File: src/rtl/router_switch_ctrl.sv
// Two-input wormhole switch for one ring router node.
// Ring and local NI sources share a single registered output slot.
// Each packet is steered once, at its head, to the forward or eject port.
module router_switch_ctrl #(
    parameter int FLIT_W     = 8,
    parameter int NODE_W     = 2,
    parameter logic [FLIT_W-NODE_W-1:0] HEAD_TAG = 6'b101111,
    parameter logic [FLIT_W-NODE_W-1:0] TAIL_TAG = 6'b110000,
    parameter int MAX_LEN    = 16,
    parameter int STARVE_LIM = 4
) (
    input  logic              clk,
    input  logic              rst,
    input  logic [NODE_W-1:0] current_node,
    input  logic [FLIT_W-1:0] ring_flit,
    input  logic              ring_valid,
    output logic              ring_ready,
    input  logic [FLIT_W-1:0] ni_flit,
    input  logic              ni_valid,
    output logic              ni_ready,
    output logic [FLIT_W-1:0] out_flit,
    output logic              fwd_valid,
    input  logic              fwd_ready,
    output logic              ej_valid,
    input  logic              ej_ready,
    output logic              err_orphan,
    output logic              err_len
);

    localparam int CNT_W = $clog2(MAX_LEN + 1);
    localparam int ST_W  = $clog2(STARVE_LIM + 1);

    typedef enum logic [1:0] {IDLE, RING_PKT, NI_PKT} state_t;

    state_t            state, state_nx;
    logic [CNT_W-1:0]  cnt, cnt_nx;
    logic [ST_W-1:0]   starve_cnt, starve_nx;
    logic              to_ej, to_ej_nx;
    logic [FLIT_W-1:0] out_nx;
    logic              fwd_nx, ej_nx;

    logic ring_head, ring_tail, ni_head, ni_tail;
    logic slot_free;
    logic ring_pick, ni_pick;
    logic pkt_acc, pkt_tail;
    logic [FLIT_W-1:0] pkt_flit;

    assign ring_head = (ring_flit[FLIT_W-1:NODE_W] == HEAD_TAG);
    assign ring_tail = (ring_flit[FLIT_W-1:NODE_W] == TAIL_TAG);
    assign ni_head   = (ni_flit[FLIT_W-1:NODE_W] == HEAD_TAG);
    assign ni_tail   = (ni_flit[FLIT_W-1:NODE_W] == TAIL_TAG);

    // The slot can take a new flit if it is empty or its current flit leaves this cycle
    assign slot_free = !((fwd_valid && !fwd_ready) || (ej_valid && !ej_ready));

    // Arbitration, handshakes, packet tracking and next output register contents
    always_comb begin
        state_nx   = state;
        cnt_nx     = cnt;
        starve_nx  = starve_cnt;
        to_ej_nx   = to_ej;
        out_nx     = out_flit;
        fwd_nx     = fwd_valid && !fwd_ready;
        ej_nx      = ej_valid && !ej_ready;
        ring_ready = 1'b0;
        ni_ready   = 1'b0;
        err_orphan = 1'b0;
        err_len    = 1'b0;
        ring_pick  = 1'b0;
        ni_pick    = 1'b0;
        pkt_acc    = 1'b0;
        pkt_tail   = 1'b0;
        pkt_flit   = '0;

        case (state)
            IDLE: begin
                if (ring_valid && !ring_head) begin
                    ring_ready = 1'b1;
                    err_orphan = 1'b1;
                end
                if (ni_valid && !ni_head) begin
                    ni_ready   = 1'b1;
                    err_orphan = 1'b1;
                end
                ring_pick = ring_valid && ring_head &&
                            !(ni_valid && ni_head && starve_cnt == ST_W'(STARVE_LIM));
                ni_pick   = ni_valid && ni_head && !ring_pick;
                if (ring_pick) begin
                    ring_ready = slot_free;
                    if (slot_free) begin
                        state_nx = RING_PKT;
                        cnt_nx   = CNT_W'(1);
                        to_ej_nx = (ring_flit[NODE_W-1:0] == current_node);
                        out_nx   = ring_flit;
                        fwd_nx   = (ring_flit[NODE_W-1:0] != current_node);
                        ej_nx    = (ring_flit[NODE_W-1:0] == current_node);
                        if (ni_valid && ni_head && starve_cnt != ST_W'(STARVE_LIM))
                            starve_nx = starve_cnt + 1'b1;
                    end
                end else if (ni_pick) begin
                    ni_ready = slot_free;
                    if (slot_free) begin
                        state_nx  = NI_PKT;
                        cnt_nx    = CNT_W'(1);
                        to_ej_nx  = (ni_flit[NODE_W-1:0] == current_node);
                        out_nx    = ni_flit;
                        fwd_nx    = (ni_flit[NODE_W-1:0] != current_node);
                        ej_nx     = (ni_flit[NODE_W-1:0] == current_node);
                        starve_nx = '0;
                    end
                end
            end
            RING_PKT: begin
                ring_ready = slot_free;
                pkt_acc    = ring_valid && slot_free;
                pkt_flit   = ring_flit;
                pkt_tail   = ring_tail;
            end
            NI_PKT: begin
                ni_ready = slot_free;
                pkt_acc  = ni_valid && slot_free;
                pkt_flit = ni_flit;
                pkt_tail = ni_tail;
            end
            default: state_nx = IDLE;
        endcase

        if (pkt_acc) begin
            out_nx = pkt_flit;
            fwd_nx = !to_ej;
            ej_nx  = to_ej;
            if (pkt_tail || cnt == CNT_W'(MAX_LEN - 1)) begin
                state_nx = IDLE;
                cnt_nx   = '0;
                err_len  = !pkt_tail;
            end else begin
                cnt_nx = cnt + 1'b1;
            end
        end

        if (rst) begin
            ring_ready = 1'b0;
            ni_ready   = 1'b0;
            err_orphan = 1'b0;
            err_len    = 1'b0;
        end
    end

    // State, counters and the output register
    always_ff @(posedge clk or posedge rst) begin
        if (rst) begin
            state      <= IDLE;
            cnt        <= '0;
            starve_cnt <= '0;
            to_ej      <= 1'b0;
            out_flit   <= '0;
            fwd_valid  <= 1'b0;
            ej_valid   <= 1'b0;
        end else begin
            state      <= state_nx;
            cnt        <= cnt_nx;
            starve_cnt <= starve_nx;
            to_ej      <= to_ej_nx;
            out_flit   <= out_nx;
            fwd_valid  <= fwd_nx;
            ej_valid   <= ej_nx;
        end
    end

endmodule

File: config.mk
export PLATFORM = sky130hd
export DESIGN_NAME = router_switch_ctrl
export DESIGN_NICKNAME = d
export VERILOG_FILES = /design/src/rtl/router_switch_ctrl.sv
export SDC_FILE = /design/constraint.sdc
export NUM_CORES = 1
export LEC_CHECK = 0
export ABC_CLOCK_PERIOD_IN_PS = 4100
export CAP_MARGIN = 15
export CORE_MARGIN = 2
export CORE_UTILIZATION = 67
export CTS_CLUSTER_DIAMETER = 120
export DETAILED_ROUTE_END_ITERATION = 16
export DONT_BUFFER_PORTS = 1
export GPL_TIMING_DRIVEN = 1
export PLACE_DENSITY = 0.94
export SLEW_MARGIN = 5
export SYNTH_ARGS = -nofsm -noshare
export SYNTH_HDL_FRONTEND = slang
export SYNTH_SLANG_ARGS = --single-unit
File: constraint.sdc
create_clock -name clk -period 4.1 [get_ports clk]
set_input_delay 0.205 -clock clk [delete_from_list [all_inputs] [get_ports clk]]
set_output_delay 0.205 -clock clk [all_outputs]
set_load 0.005 [all_outputs]
* After elaboration in Yosys (flattened, before gate mapping)
Cells that the tools add are included.
W data, S select, Z words.
** Storage, ports and cells
- Input port bits :: 24
- Flip-flop bits (word level) :: 21
- Logic and storage cells :: 117
- Output and inout bits :: 14
** Operators by class
- Reductions and logical operators :: 32
- Equal/unequal tests :: 18
- Multiplexer cells :: 58
- Add/subtract/negate cells :: 2
** Operators with widths (number)
- $mux W8 :: 6
- $mux W5 :: 6
- $mux W1 :: 29
- $eq A6 B6 Y1 const B :: 4
- $pmux W8 S2 :: 1
- $mux W3 :: 5
- $logic_and A1 B1 Y1 :: 12
- $mux W2 :: 6
- $logic_not A1 Y1 :: 9
- $ne A3 B3 Y1 const B :: 3
- $pmux W1 S2 :: 4
- $reduce_and A4 Y1 :: 2
- $add A5 B1 Y5 const B :: 1
- $eq A5 B4 Y1 const B :: 1
- $reduce_and A5 Y1 :: 1
- $eq A2 B2 Y1 :: 2
- $ne A2 B2 Y1 :: 2
- $ne A2 B2 Y1 const B :: 2
- $pmux W2 S2 :: 1
- $reduce_bool A2 Y1 :: 2
- $add A3 B1 Y3 const B :: 1
- $eq A3 B3 Y1 const B :: 1
- $reduce_bool A3 Y1 :: 1
- $eq A2 B1 Y1 const B :: 1
- 6 further kinds :: 7

* Logic depth before layout (Yosys ltp)
Gate-level depths: netlist of the first run.
- Word-level depth :: 12
- Mapped depth :: 8
- Mapped depth without buffers :: 7

* Worst setup path after synthesis of the first run
Ideal clock, no wire load.
- Path kind :: reg2reg
- Start :: register state[0]
- End :: register cnt[3]
- Period minus slack after synthesis :: 1.792 ns
- Stages on the path, launching flop included :: 9
- Setup slack :: 2.308 ns
- Data arrival time :: 1.668 ns
- Path buffers :: 1
- Setup time :: 0.124 ns
- Cell sequence :: dfrtp_1 -> inv_1 -> ha_1 -> buf_6 -> nor4b_4 -> nand3_2 -> nand4b_4 -> nor3_2 -> a211o_1
** Between the ends
- Cells in the longest elaborated chain, start to end :: 5
** Ends and longest elaborated chain
- start: declaration :: RTL line 35 : state_t state, state_nx;
- start signal: assignment :: RTL line 160 : state <= state_nx;
- $eq A2 B2 Y1 or $eq A2 B1 Y1 (tied branches) :: RTL line 75 : case (state)
- $pmux W1 S2 :: RTL line 75
- $logic_or A1 B1 Y1 :: RTL line 132 : if (pkt_tail || cnt == CNT_W'(MAX_LEN - 1)) begin
- $mux W5 :: RTL line 132
- $mux W5 :: RTL line 128 : if (pkt_acc) begin
- end signal: assignment :: RTL line 161 : cnt <= cnt_nx;
- end: declaration :: RTL line 36 : logic [CNT_W-1:0] cnt, cnt_nx;
Several ways; a longest one is shown, not always the timed one.
A chain may end at the register's enable or synchronous reset.

* Final worst setup path of the first run
- Start :: register state[0]
- End :: output port err_len
** Between the ends
- Cells in the longest elaborated chain, start to end :: 6
** Ends and longest elaborated chain
- $eq A2 B2 Y1 or $eq A2 B1 Y1 (tied branches) :: RTL line 75
- $pmux W1 S2 :: RTL line 75
- $logic_not A1 Y1 or $logic_or A1 B1 Y1 (tied branches) :: RTL line 135, 132
- $mux W1 :: RTL line 132
- $mux W1 (*) :: RTL line 128
- $mux W1 (*) :: RTL line 141 : if (rst) begin
- end: declaration :: RTL line 27 : output logic err_len
Mark *: on every way between the ends. The rest lies on a longest branch, timed or not.

==> results.py, run 1 <==
metrics = {
    "critical_path": {
        "worstSetupStartpointType": "register",
        "worstRegToRegCells": 6,
        "rrSetupSlack_ns": 1.67,
        "path_depth": 5,
        "crit_family": "simple AND/OR/NAND/NOR gates",
        "r2r-start": "state[0]$_DFF_PP0_",
        "path_buf_inv": 1,
        "max_stage_delay_ns": 0.50,
        "cp_slowest_cell": "ha_1",
        "crit_required_ns": 3.89,
        "cp-end-kind": "output port",
        "path_max_fanout": 14,
        "path_class": "register to output port",
        "reg2reg_to": "out_flit[3]$_DFFE_PP0P_",
        "worst_ep_arrival_time_ns": 2.59,
        "timing.critical_path.cells": "inv_1 -> ha_1 -> mux2_4 -> nand4_1 -> nor4b_2",
    },
    "sta": {
        "slew_headroom_pct": 45.3,
        "tns_ns": 0,
        "finClkSkew_ns": 0.00259,
        "period_needed_ns": 2.79,
        "timing.final.hold_violations": 0,
        "post-route-period-util_pct": 68.1,
        "setup-violations-final": 0,
        "slew_violations": 0,
        "tightestPinTransition_ns": 0.819,
        "fmax_mhz": 358,
        "rsz0062_at_grt": "no",
    },
    "layout": {
        "diodes": 0,
        "final_cells": 191,
        "syn2layout_area_growth_pct": 0.815,
        "drive_gt1_share_pct": 13.5,
        "nets": 195,
    },
    "cts": {
        "cts-root-buf": "clkbuf_4",
        "h-tree-depth": 1,
        "cts_tree": "built",
        "cts_resized": 0,
        "clkSinkCount": 21,
        "hold_buffers": 1,
        "clk_latency_ns": 0.32,
        "clk_pin_slew_ns": 0.13,
        "post_cts_buffers": 0,
        "cts_max_path_buffers": 2,
        "numCtsBuffers": 3,
    },
    "synthesis": {
        "synthAdderAreaFrac_pct": 5.70,
        "ys_ff_latch": 21,
        "avgSynthCellArea_um2": 9.30,
        "synth_area_um2": 1540,
        "muxShareOfSynthArea_pct": 2.93,
        "yosysWarnings": 0,
        "yosysMostFrequentCell": "dfrtp_1",
        "yosys-top-cells-count": "dfrtp_1 (21), nand2_1 (16), nor2_1 (14)",
        "synth_flop_cell": "dfrtp_1",
        "synthArstFlopShare_pct": 100,
        "synth_top_area_share_pct": 34.2,
        "synth.area.top_cells": "dfrtp_1 (34%), ha_1 (5.7%), nand2_1 (3.9%), nor2_1 (3.4%), o21ai_0 (2.9%)",
        "synth-seq-area-share_pct": 34.2,
        "synth_compound_area_share_pct": 19.8,
        "yosysTopAreaCell": "dfrtp_1",
        "synth_top_family_by_area": "simple AND/OR/NAND/NOR gates",
        "syn-num-nets": 196,
        "synth-xor-area-share_pct": 2.28,
        "postSynthCellCount": 165,
        "synth-simple-area-share_pct": 29.2,
        "synth_edf_count": 0,
        "synth_cell_types": 57,
    },
    "worst_hold_path": {
        "min_delay_path_depth": 2,
        "hp-class": "input port to register",
        "hp-start": "ni_flit[5]",
        "min_to": "out_flit[5]$_DFFE_PP0P_",
    },
    "detailed_routing": {
        "via_per_inst": 6.95,
        "firstDrtPassIters": 5,
        "vias": 1327,
        "wire_per_inst_um": 18.3,
        "route.detailed.drc": 0,
        "routed_wl_mm": 3.50,
        "drt.antenna.violating_nets": 0,
        "dr.first_iter.drc_count": 73,
    },
    "floorplanning": {
        "row_count": 17,
        "die_area_um2": 2690,
        "coreArea_um2": 2190,
        "die_w_um": 51.9,
        "io_pins": 38,
        "initial_core_util_pct": 70.1,
        "chipHeight_um": 51.9,
    },
    "global_routing": {
        "antenna_found_initial": 0,
        "grt_max_degree": 23,
        "grt_pass1_vias": 1309,
        "groute.layer.met3.usage_pct": 4.31,
        "met1_usage_pct": 34.6,
        "grtUsageMet2_pct": 48.7,
        "gr-total-overflow": 0,
        "top_usage_layer": "met2",
        "grt_usage_pct": 28.1,
        "grt_pass1_wl_mm": 5.66,
    },
    "power_and_ir_drop": {
        "p_per_area_nw_per_um2": 505,
        "p_leak_nw": 0.679,
        "swShare_pct": 41.2,
        "power_frac_seq_pct": 43.8,
        "max-vdd-ir-drop_mv": 0.336,
        "internal-power_uw": 460,
        "p_clk_share_pct": 13.8,
        "combPwrFrac_pct": 42.4,
        "power.switching_uw": 322,
    },
    "placed_design": {
        "port_buffers": 0,
        "place_congestion": 0.836,
        "dp.cells": 186,
        "hpwlAfterDp_mm": 2.63,
    },
    "outcome": {
        "status": "completed",
    },
    "flow_run": {
        "maxCapViolCount": 0,
    },
}
-- routing by layer --
layer	vias up	wire, um
met2	62	1850
met3	8	217
met1	650	1380
met5	-	0
li1	607	-
met4	0	46
-- area by class of cell --
cell class	count	area, um2
clock buffer	3	22.5
clock inverter	1	5.00
fill	185	643
inverter	8	30.0
multi-input combinational	129	920
sequential	21	526
tap	28	35.0
timing repair buffer	1	10.0
-- kinds of logic after synthesis --
family / after synthesis
compound gates: 42
simple gates: 72
mux: 4
xor+xnor: 4
fa+ha+maj: 7
flops: 21
buf+inv: 15
-- power by group through the flow --
stage / logic [mW] / registers (mW) / clock network, mW
finish: 0.332 / 0.342 / 0.108
global route: 0.374 / 0.350 / 0.116
CTS: 0.333 / 0.342 / 0.108
detailed placement: 0.329 / 0.346 / 0
global placement: 0.306 / 0.343 / 0
floorplan: 0.290 / 0.331 / 0
-- layout by cell type (no fill, tap or decap), types with 3 or more instances in the layout --
master,n
dfrtp_1,21
nand2_1,16
nor2_1,14
o21ai_0,9
inv_1,8
nand3_1,7
nor3_1,7
ha_1,7
a221oi_1,5
a21oi_1,4
mux2i_1,3
a22oi_1,3
clkbuf_4,3
-- flip-flops by register name (all words and copies together), names as in the netlist --
| name | count |
|---|---|
| starve_cnt | 3 |
| cnt | 5 |
| fwd_valid | 1 |
| to_ej | 1 |
| out_flit | 8 |
| ej_valid | 1 |
| state | 2 |
-- worst reg2reg max path, stage by stage, from the launching register on --
cell and delay (ns):
dfrtp_1 0.43, inv_1 0.14, ha_1 0.50, mux2_4 0.26, nand4_1 0.48, a221oi_1 0.43, nor2_1 0.09
-- worst max path at each step --
stage / startpoint / to
floorplan: state[0]$_DFF_PP0_ / cnt[3]$_DFFE_PP0P_
global placement: state[0]$_DFF_PP0_ / err_len
detailed placement: state[0]$_DFF_PP0_ / err_len
CTS: state[0]$_DFF_PP0_ / err_len
global route: state[0]$_DFF_PP0_ / err_len
finish: state[0]$_DFF_PP0_ / err_len
-- metrics by stage --
| stage | instance area (um2) | power, mW | hold slack [ns] | setup slack (ns) | utilization, % |
|---|---|---|---|---|---|
| 2_1_floorplan | 1540 | 0.621 | 0.187 | 2.31 | - |
| 3_3_place_gp | 1510 | 0.649 | 0.282 | 1.79 | 68.9 |
| 3_5_place_dp | 1510 | 0.676 | 0.307 | 1.70 | 68.9 |
| 4_1_cts | 1550 | 0.783 | 0.0680 | 1.32 | 70.6 |
| 5_1_grt | 1550 | 0.840 | 0.0870 | 1.12 | 70.6 |
| 6_report | 1550 | 0.782 | 0.0657 | 1.31 | 70.6 |
(Power assumes the default switching activity.)
==> run 2, diff against run 1 <==
--- a/config.mk
+++ b/config.mk
@@ -5,15 +5,16 @@
 export SDC_FILE = /design/constraint.sdc
 export NUM_CORES = 1
 export LEC_CHECK = 0
-export ABC_CLOCK_PERIOD_IN_PS = 4100
+export ABC_AREA = 1
+export ABC_CLOCK_PERIOD_IN_PS = 2500
 export CAP_MARGIN = 15
 export CORE_MARGIN = 2
-export CORE_UTILIZATION = 67
+export CORE_UTILIZATION = 57
 export CTS_CLUSTER_DIAMETER = 120
 export DETAILED_ROUTE_END_ITERATION = 16
 export DONT_BUFFER_PORTS = 1
 export GPL_TIMING_DRIVEN = 1
-export PLACE_DENSITY = 0.94
+export PLACE_DENSITY = 0.86
 export SLEW_MARGIN = 5
 export SYNTH_ARGS = -nofsm -noshare
 export SYNTH_HDL_FRONTEND = slang
==> constraint.sdc (replaced) <==
create_clock -name clk -period 2.5 [get_ports clk]
set_input_delay 0.125 -clock clk [delete_from_list [all_inputs] [get_ports clk]]
set_output_delay 0.125 -clock clk [all_outputs]
set_load 0.005 [all_outputs]
==> run 2 against run 1 <==
Compared with the run above:
- register-to-register slack worse by 1.2 ns
- synthesized area grew 1.4%
- sequential cell count did not move
- largest cell class unchanged
- critical path type unchanged
- critical path depth increased by 3
- wire length fell by 9.4%
==> results.py, run 2 <==
metrics = {
    "outcome": {
        "status": "completed",
    },
    "cts": {
        "cts_max_path_buffers": 2,
        "cts-root-buf": "clkbuf_4",
        "numCtsBuffers": 3,
        "h-tree-depth": 1,
        "cts_tree": "built",
        "post_cts_buffers": 0,
        "clkSinkCount": 21,
        "hold_buffers": 3,
        "cts_resized": 0,
        "clk_pin_slew_ns": 0.12,
        "clk_latency_ns": 0.31,
    },
    "layout": {
        "largest_register": "out_flit",
        "nFillCells": 231,
        "syn2layout_area_growth_pct": 3.14,
        "design_area_um2": 1610,
        "utilization_pct": 63.6,
        "nets": 241,
        "layout_commonest_cell": "nand2_1",
        "largest_reg_flops": 8,
        "largest_registers": "out_flit (8), cnt (5), starve_cnt (3)",
        "diodes": 0,
        "final_cell_mix": "nand2_1 (50), inv_1 (23), dfrtp_1 (21)",
        "drive_gt1_share_pct": 17.7,
    },
    "sta": {
        "holdWs_ns": 0.0408,
        "tns_ns": 0,
        "setup-violations-final": 0,
        "rsz0062_at_grt": "no",
        "tightestPinTransition_ns": 0.808,
        "finClkSkew_ns": 0.00341,
        "timing.final.hold_violations": 0,
        "slew_violations": 0,
        "post-route-period-util_pct": 83.2,
        "slew_headroom_pct": 46.1,
        "fmax_mhz": 481,
        "period_needed_ns": 2.08,
    },
    "detailed_routing": {
        "route.detailed.drc": 0,
        "vias": 1306,
        "firstDrtPassIters": 4,
        "wire_per_inst_um": 13.3,
        "drt.antenna.violating_nets": 0,
        "dr.first_iter.drc_count": 78,
        "routed_wl_mm": 3.17,
        "via_per_inst": 5.46,
    },
    "critical_path": {
        "cp-end-kind": "output port",
        "path_max_fanout": 12,
        "max_stage_delay_ns": 0.40,
        "worst_ep_arrival_time_ns": 1.96,
        "cp_slowest_cell": "dfrtp_1",
        "path_class": "register to output port",
        "crit_required_ns": 2.38,
        "worstSetupStartpointType": "register",
        "timing.critical_path.cells": "inv_1 -> ha_1 -> nand2_1 -> inv_1 -> nand4_1 -> nand2_1 -> nand4_1 -> a31oi_1",
    },
    "global_routing": {
        "groute.layer.met3.usage_pct": 5.53,
        "met1_usage_pct": 29.1,
        "grt_max_degree": 22,
        "grtUsageMet2_pct": 35.8,
        "top_usage_layer": "met2",
        "grt_pass1_vias": 1309,
        "grt_usage_pct": 22.2,
        "antenna_found_initial": 0,
        "grt_pass1_wl_mm": 5.59,
        "gr-total-overflow": 0,
    },
    "floorplanning": {
        "io_pins": 38,
        "die_area_um2": 3160,
        "chipHeight_um": 56.3,
        "row_count": 18,
        "coreArea_um2": 2520,
        "die_w_um": 56.3,
        "initial_core_util_pct": 61.7,
    },
    "synthesis": {
        "yosysTopAreaCell": "dfrtp_1",
        "synth_flop_cell": "dfrtp_1",
        "synth-seq-area-share_pct": 33.8,
        "synth_area_um2": 1560,
        "yosysWarnings": 0,
        "synth_top_area_share_pct": 33.8,
        "synthArstFlopShare_pct": 100,
        "syn-num-nets": 238,
        "ys_ff_latch": 21,
        "synth_edf_count": 0,
        "yosysMostFrequentCell": "nand2_1",
        "synth.area.top_cells": "dfrtp_1 (34%), nand2_1 (12%), ha_1 (5.6%), inv_1 (5.5%), o21ai_0 (3.2%)",
        "postSynthCellCount": 207,
        "avgSynthCellArea_um2": 7.52,
        "synth_cell_types": 35,
        "yosys-top-cells-count": "nand2_1 (50), inv_1 (23), dfrtp_1 (21)",
    },
    "flow_run": {
        "maxCapViolCount": 0,
    },
    "power_and_ir_drop": {
        "power_mw": 1.59,
        "max-vdd-ir-drop_mv": 0.693,
        "p_per_area_nw_per_um2": 993,
        "p_leak_nw": 0.789,
    },
    "worst_hold_path": {
        "hp-class": "input port to register",
    },
    "placed_design": {
        "port_buffers": 0,
        "postPlaceCellArea_um2": 1550,
        "hpwlAfterDp_mm": 2.49,
        "place_congestion": 0.864,
    },
}
-- run 2: cell types whose count changed in the layout (fill, tap and decap cells not counted), moves of 3 or more --
cell / before / now
nor3_1: 7 / 2
o21ai_2: 0 / 5
inv_1: 8 / 23
nand4_1: 2 / 5
mux2i_1: 3 / 0
nor2_2: 1 / 4
a21oi_1: 4 / 9
a22oi_1: 3 / 0
nand2_2: 0 / 5
nand2_1: 16 / 50
o21ai_1: 1 / 8
a221oi_1: 5 / 0
inv_2: 0 / 7
-- run 2: area by class of cell --
class	count	area, um2	share of cell area [%]
inverters	31	119	7.40
flip-flops and latches	21	526	32.7
clock inverters	1	7.51	0.468
clock buffers	3	22.5	1.40
well taps	30	37.5	2.34
multi-input cells	150	863	53.8
repair buffers	3	30.0	1.87
-- run 2: power by group --
group | internal (mW) | switching (mW) | leakage (nW) | total (mW)
Sequential | 0.481 | 0.108 | 0.261 | 0.589
Clock | 0.0612 | 0.111 | 0.0139 | 0.172
Combinational | 0.305 | 0.528 | 0.514 | 0.833
Total | 0.847 | 0.747 | 0.789 | 1.59
-- run 2: critical path, delay by kind of cell (launching register included) --
kind / cells / cell delay, ns
DFF: 1 / 0.40
AOI/OAI and AO/OA: 1 / 0.21
buffers and inverters: 2 / 0.13
and+or+nand+nor: 4 / 0.75
adders and majority gates: 1 / 0.15
-- run 2: final timing paths --
path | startpoint | end | slack [ns] | cells past startpoint
setup / recovery | starve_cnt[0]$_DFFE_PP0P_ | ni_ready | 0.42 | 8
hold / removal | ni_flit[5] | out_flit[5]$_DFFE_PP0P_ | 0.04 | 4
setup reg to reg | state[0]$_DFF_PP0_ | out_flit[0]$_DFFE_PP0P_ | 0.52 | 10
hold reg to reg | out_flit[3]$_DFFE_PP0P_ | out_flit[3]$_DFFE_PP0P_ | 0.52 | 2
max in group asynchronous | rst | to_ej$_DFFE_PP0P_ | 1.61 | 2
min in group asynchronous | rst | out_flit[6]$_DFFE_PP0P_ | 0.40 | 2
-- run 2: layer usage --
layer  vias up  part of all wire, %
li1        671                    -
met1       584                   48
met2        46                   44
met3         5                  7.3
met4         0                  1.3
met5         -                    0
-- run 2: cell families (layout without fill, tap and decap cells) --
group | Yosys count | count (layout) | share of synthesized area, %
buf+inv | 36 | 38 | 10.8
compound gates | 44 | 44 | 17.3
xor+xnor | 5 | 5 | 2.81
simple gates | 94 | 94 | 29.7
fa+ha+maj | 7 | 7 | 5.63
flops | 21 | 21 | 33.8
-- run 2: metrics by stage --
| stage | setup WS (ns) | cells |
|---|---|---|
| 3_5_place_dp | 0.527 | 232 |
| 3_3_place_gp | 0.639 | 232 |
| 5_1_grt | 0.224 | 239 |
| 2_1_floorplan | 0.899 | 207 |
| 4_1_cts | 0.412 | 239 |
| 6_report | 0.420 | 239 |
==> run 3, diff against run 2 <==
--- a/config.mk
+++ b/config.mk
@@ -6,7 +6,7 @@
 export NUM_CORES = 1
 export LEC_CHECK = 0
 export ABC_AREA = 1
-export ABC_CLOCK_PERIOD_IN_PS = 2500
+export ABC_CLOCK_PERIOD_IN_PS = 1760
 export CAP_MARGIN = 15
 export CORE_MARGIN = 2
 export CORE_UTILIZATION = 57
==> constraint.sdc (replaced) <==
create_clock -name clk -period 1.76 [get_ports clk]
set_input_delay 0.088 -clock clk [delete_from_list [all_inputs] [get_ports clk]]
set_output_delay 0.088 -clock clk [all_outputs]
set_load 0.005 [all_outputs]
==> run 3 against run 2 <==
Compared with the run above:
- the flow now finishes with violations (negative setup slack)
- non-clock buffer count rose by 24
- wire length rose by 20%
- cell count rose by 10%
- sequential power rose by 43%
- setup slack got worse by 0.49 ns
- core utilization rose by 11 points
- register-to-register slack got worse by 0.55 ns
- global-route usage rose by 2.4 points
- first-iteration DRC count rose by 1.3%
- cell area rose by 17%
- critical endpoint unchanged
- largest cell class unchanged
- highest routed layer unchanged
==> results.py, run 3 (synthesis results as in run 2) <==
metrics = {
    "global_routing": {
        "grt_pass1_wl_mm": 6.20,
        "antenna_found_initial": 0,
        "gr-total-overflow": 0,
        "grt_usage_pct": 24.6,
        "grt_max_degree": 22,
        "grt_pass1_vias": 1429,
    },
    "flow_run": {
        "maxCapViolCount": 0,
    },
    "detailed_routing": {
        "via_per_inst": 5.54,
        "route.detailed.drc": 0,
        "wire_per_inst_um": 14.4,
        "drt.antenna.violating_nets": 0,
        "firstDrtPassIters": 4,
        "routed_wl_mm": 3.79,
        "vias": 1457,
        "dr.first_iter.drc_count": 79,
    },
    "critical_path": {
        "worst_ep_arrival_time_ns": 1.74,
        "crit_family": "simple AND/OR/NAND/NOR gates",
        "reg2reg_to": "out_flit[0]$_DFFE_PP0P_",
        "crit_required_ns": 1.67,
        "max_stage_delay_ns": 0.42,
        "timing.critical_path.cells": "inv_2 -> ha_4 -> nand2_1 -> inv_1 -> nand4_1 -> nand2_2 -> nand4_1 -> a31oi_2",
        "path_buf_inv": 2,
        "path_max_fanout": 3,
        "path_class": "register to output port",
        "worstRegToRegCells": 11,
        "rrSetupSlack_ns": -0.03,
        "crit_top_cell": "nand4_1",
        "r2r-start": "starve_cnt[0]$_DFFE_PP0P_",
        "worstSetupStartpointType": "register",
        "cp_slowest_cell": "dfrtp_1",
        "cp-end-kind": "output port",
    },
    "power_and_ir_drop": {
        "p_leak_nw": 0.903,
        "max-vdd-ir-drop_mv": 0.880,
        "p_per_area_nw_per_um2": 1420,
    },
    "layout": {
        "nets": 265,
        "final_cells": 263,
        "diodes": 0,
        "final_cell_mix": "nand2_1 (48), dfrtp_1 (21), buf_4 (21)",
        "largest_registers": "out_flit (8), cnt (5), starve_cnt (3)",
        "syn2layout_area_growth_pct": 20.2,
        "largest_reg_flops": 8,
        "nFillCells": 176,
        "largest_register": "out_flit",
        "drive_gt1_share_pct": 32.2,
        "layout_commonest_cell": "nand2_1",
    },
    "floorplanning": {
        "row_count": 18,
        "initial_core_util_pct": 61.7,
        "die_area_um2": 3160,
        "die_w_um": 56.3,
        "coreArea_um2": 2520,
        "io_pins": 38,
        "chipHeight_um": 56.3,
    },
    "cts": {
        "cts-root-buf": "clkbuf_4",
        "cts_tree": "built",
        "numCtsBuffers": 3,
        "h-tree-depth": 1,
        "cts_max_path_buffers": 2,
        "clk_pin_slew_ns": 0.13,
        "clkSinkCount": 21,
        "clk_latency_ns": 0.32,
    },
    "worst_hold_path": {
        "hp-class": "input port to register",
        "min_delay_path_depth": 4,
        "hp-start": "ni_flit[2]",
        "min_to": "out_flit[2]$_DFFE_PP0P_",
    },
    "sta": {
        "post-route-period-util_pct": 104,
        "fmax_mhz": 546,
        "layout_setup_ws_ns": -0.0705,
        "rsz0062_at_grt": "yes",
        "slew_headroom_pct": 44.2,
        "slew_violations": 0,
        "finClkSkew_ns": 0.00621,
        "timing.final.hold_violations": 0,
        "tns_ns": -0.172,
        "period_needed_ns": 1.83,
        "setup-violations-final": 4,
        "tightestPinTransition_ns": 0.837,
    },
    "placed_design": {
        "dp.cells": 240,
        "place_congestion": 0.891,
        "hpwlAfterDp_mm": 2.63,
        "port_buffers": 0,
    },
    "outcome": {
        "violations": "negative setup slack",
        "status": "finished with violations",
    },
}
## run 3: changes by cell type in the layout (fill, tap and decap cells not counted), moves of 3 or more
| cell | previous run | this run |
|---|---|---|
| buf_4 | 0 | 21 |
| inv_1 | 23 | 18 |
| inv_2 | 7 | 11 |
| ha_1 | 7 | 4 |
| ha_4 | 0 | 3 |
## run 3: per-layer routing
| layer | part of all wire [%] | vias up | track usage [%] |
|---|---|---|---|
| met5 | 0 | - | 0 |
| met4 | 3.1 | 0 | 12.6 |
| met3 | 6.8 | 13 | 6.22 |
| met2 | 46 | 61 | 39.3 |
| met1 | 44 | 668 | 30.6 |
| li1 | - | 715 | - |
## run 3: cell type report
type                       count  area (um2)  share of cell area [%]
multi-input combinational    150         937                    50.1
timing repair buffer          27         219                    11.7
sequential                    21         526                    28.1
inverter                      31         121                    6.49
tap                           30        37.5                    2.01
clock buffer                   3        22.5                    1.20
clock inverter                 1        7.51                   0.401
## run 3: worst reg2reg max path, stage by stage, from the launching register on
cell and delay [ns]:
dfrtp_1 0.42, inv_2 0.09, ha_4 0.12, nand2_1 0.05
inv_1 0.05, nand4_1 0.20, nand2_2 0.18, buf_4 0.15
buf_4 0.12, o21ai_0 0.06, a21oi_1 0.19, o21ai_2 0.07
## run 3: stage by stage
| step | util (%) | total power [mW] | hold WS, ns | area, um2 | worst slack, ns |
|---|---|---|---|---|---|
| finish | 74.2 | 2.65 | 0.00744 | 1870 | -0.0705 |
| global route | 74.2 | 2.86 | 0.0331 | 1870 | -0.166 |
| CTS | 70.9 | 2.53 | 0.00976 | 1790 | 0.00526 |
| detailed placement | 63.6 | 2.14 | 0.184 | 1610 | -0.00952 |
| global placement | 63.6 | 2.10 | 0.171 | 1610 | 0.0914 |
| floorplan | - | 1.89 | 0.0645 | 1560 | 0.159 |
## run 3: worst max path at each step
stage,to,startpoint,depth (start not counted)
final,ni_ready,starve_cnt[0]$_DFFE_PP0P_,8
after global routing,err_len,state[0]$_DFF_PP0_,9
after CTS,ni_ready,starve_cnt[0]$_DFFE_PP0P_,8
after detailed placement,cnt[2]$_DFFE_PP0P_,state[0]$_DFF_PP0_,10
after global placement,state[0]$_DFF_PP0_,state[0]$_DFF_PP0_,11
after floorplan,out_flit[0]$_DFFE_PP0P_,state[0]$_DFF_PP0_,10
## run 3: what timing repair did
| item | 4_1_cts | 5_1_grt |
|---|---|---|
| hold endpoints to repair | 25 | 0 |
| pin swaps | 6 | 14 |
| resized for setup | 10 | 12 |
| hold buffers | 5 | 0 |
| setup buffers | 11 | 6 |
| setup endpoints to repair | 13 | 10 |
## run 3: power by group
group          internal [mW]  total [mW]  switching (mW)
registers              0.683       0.843           0.160
logic                  0.674        1.55           0.879
clock network         0.0870       0.254           0.167
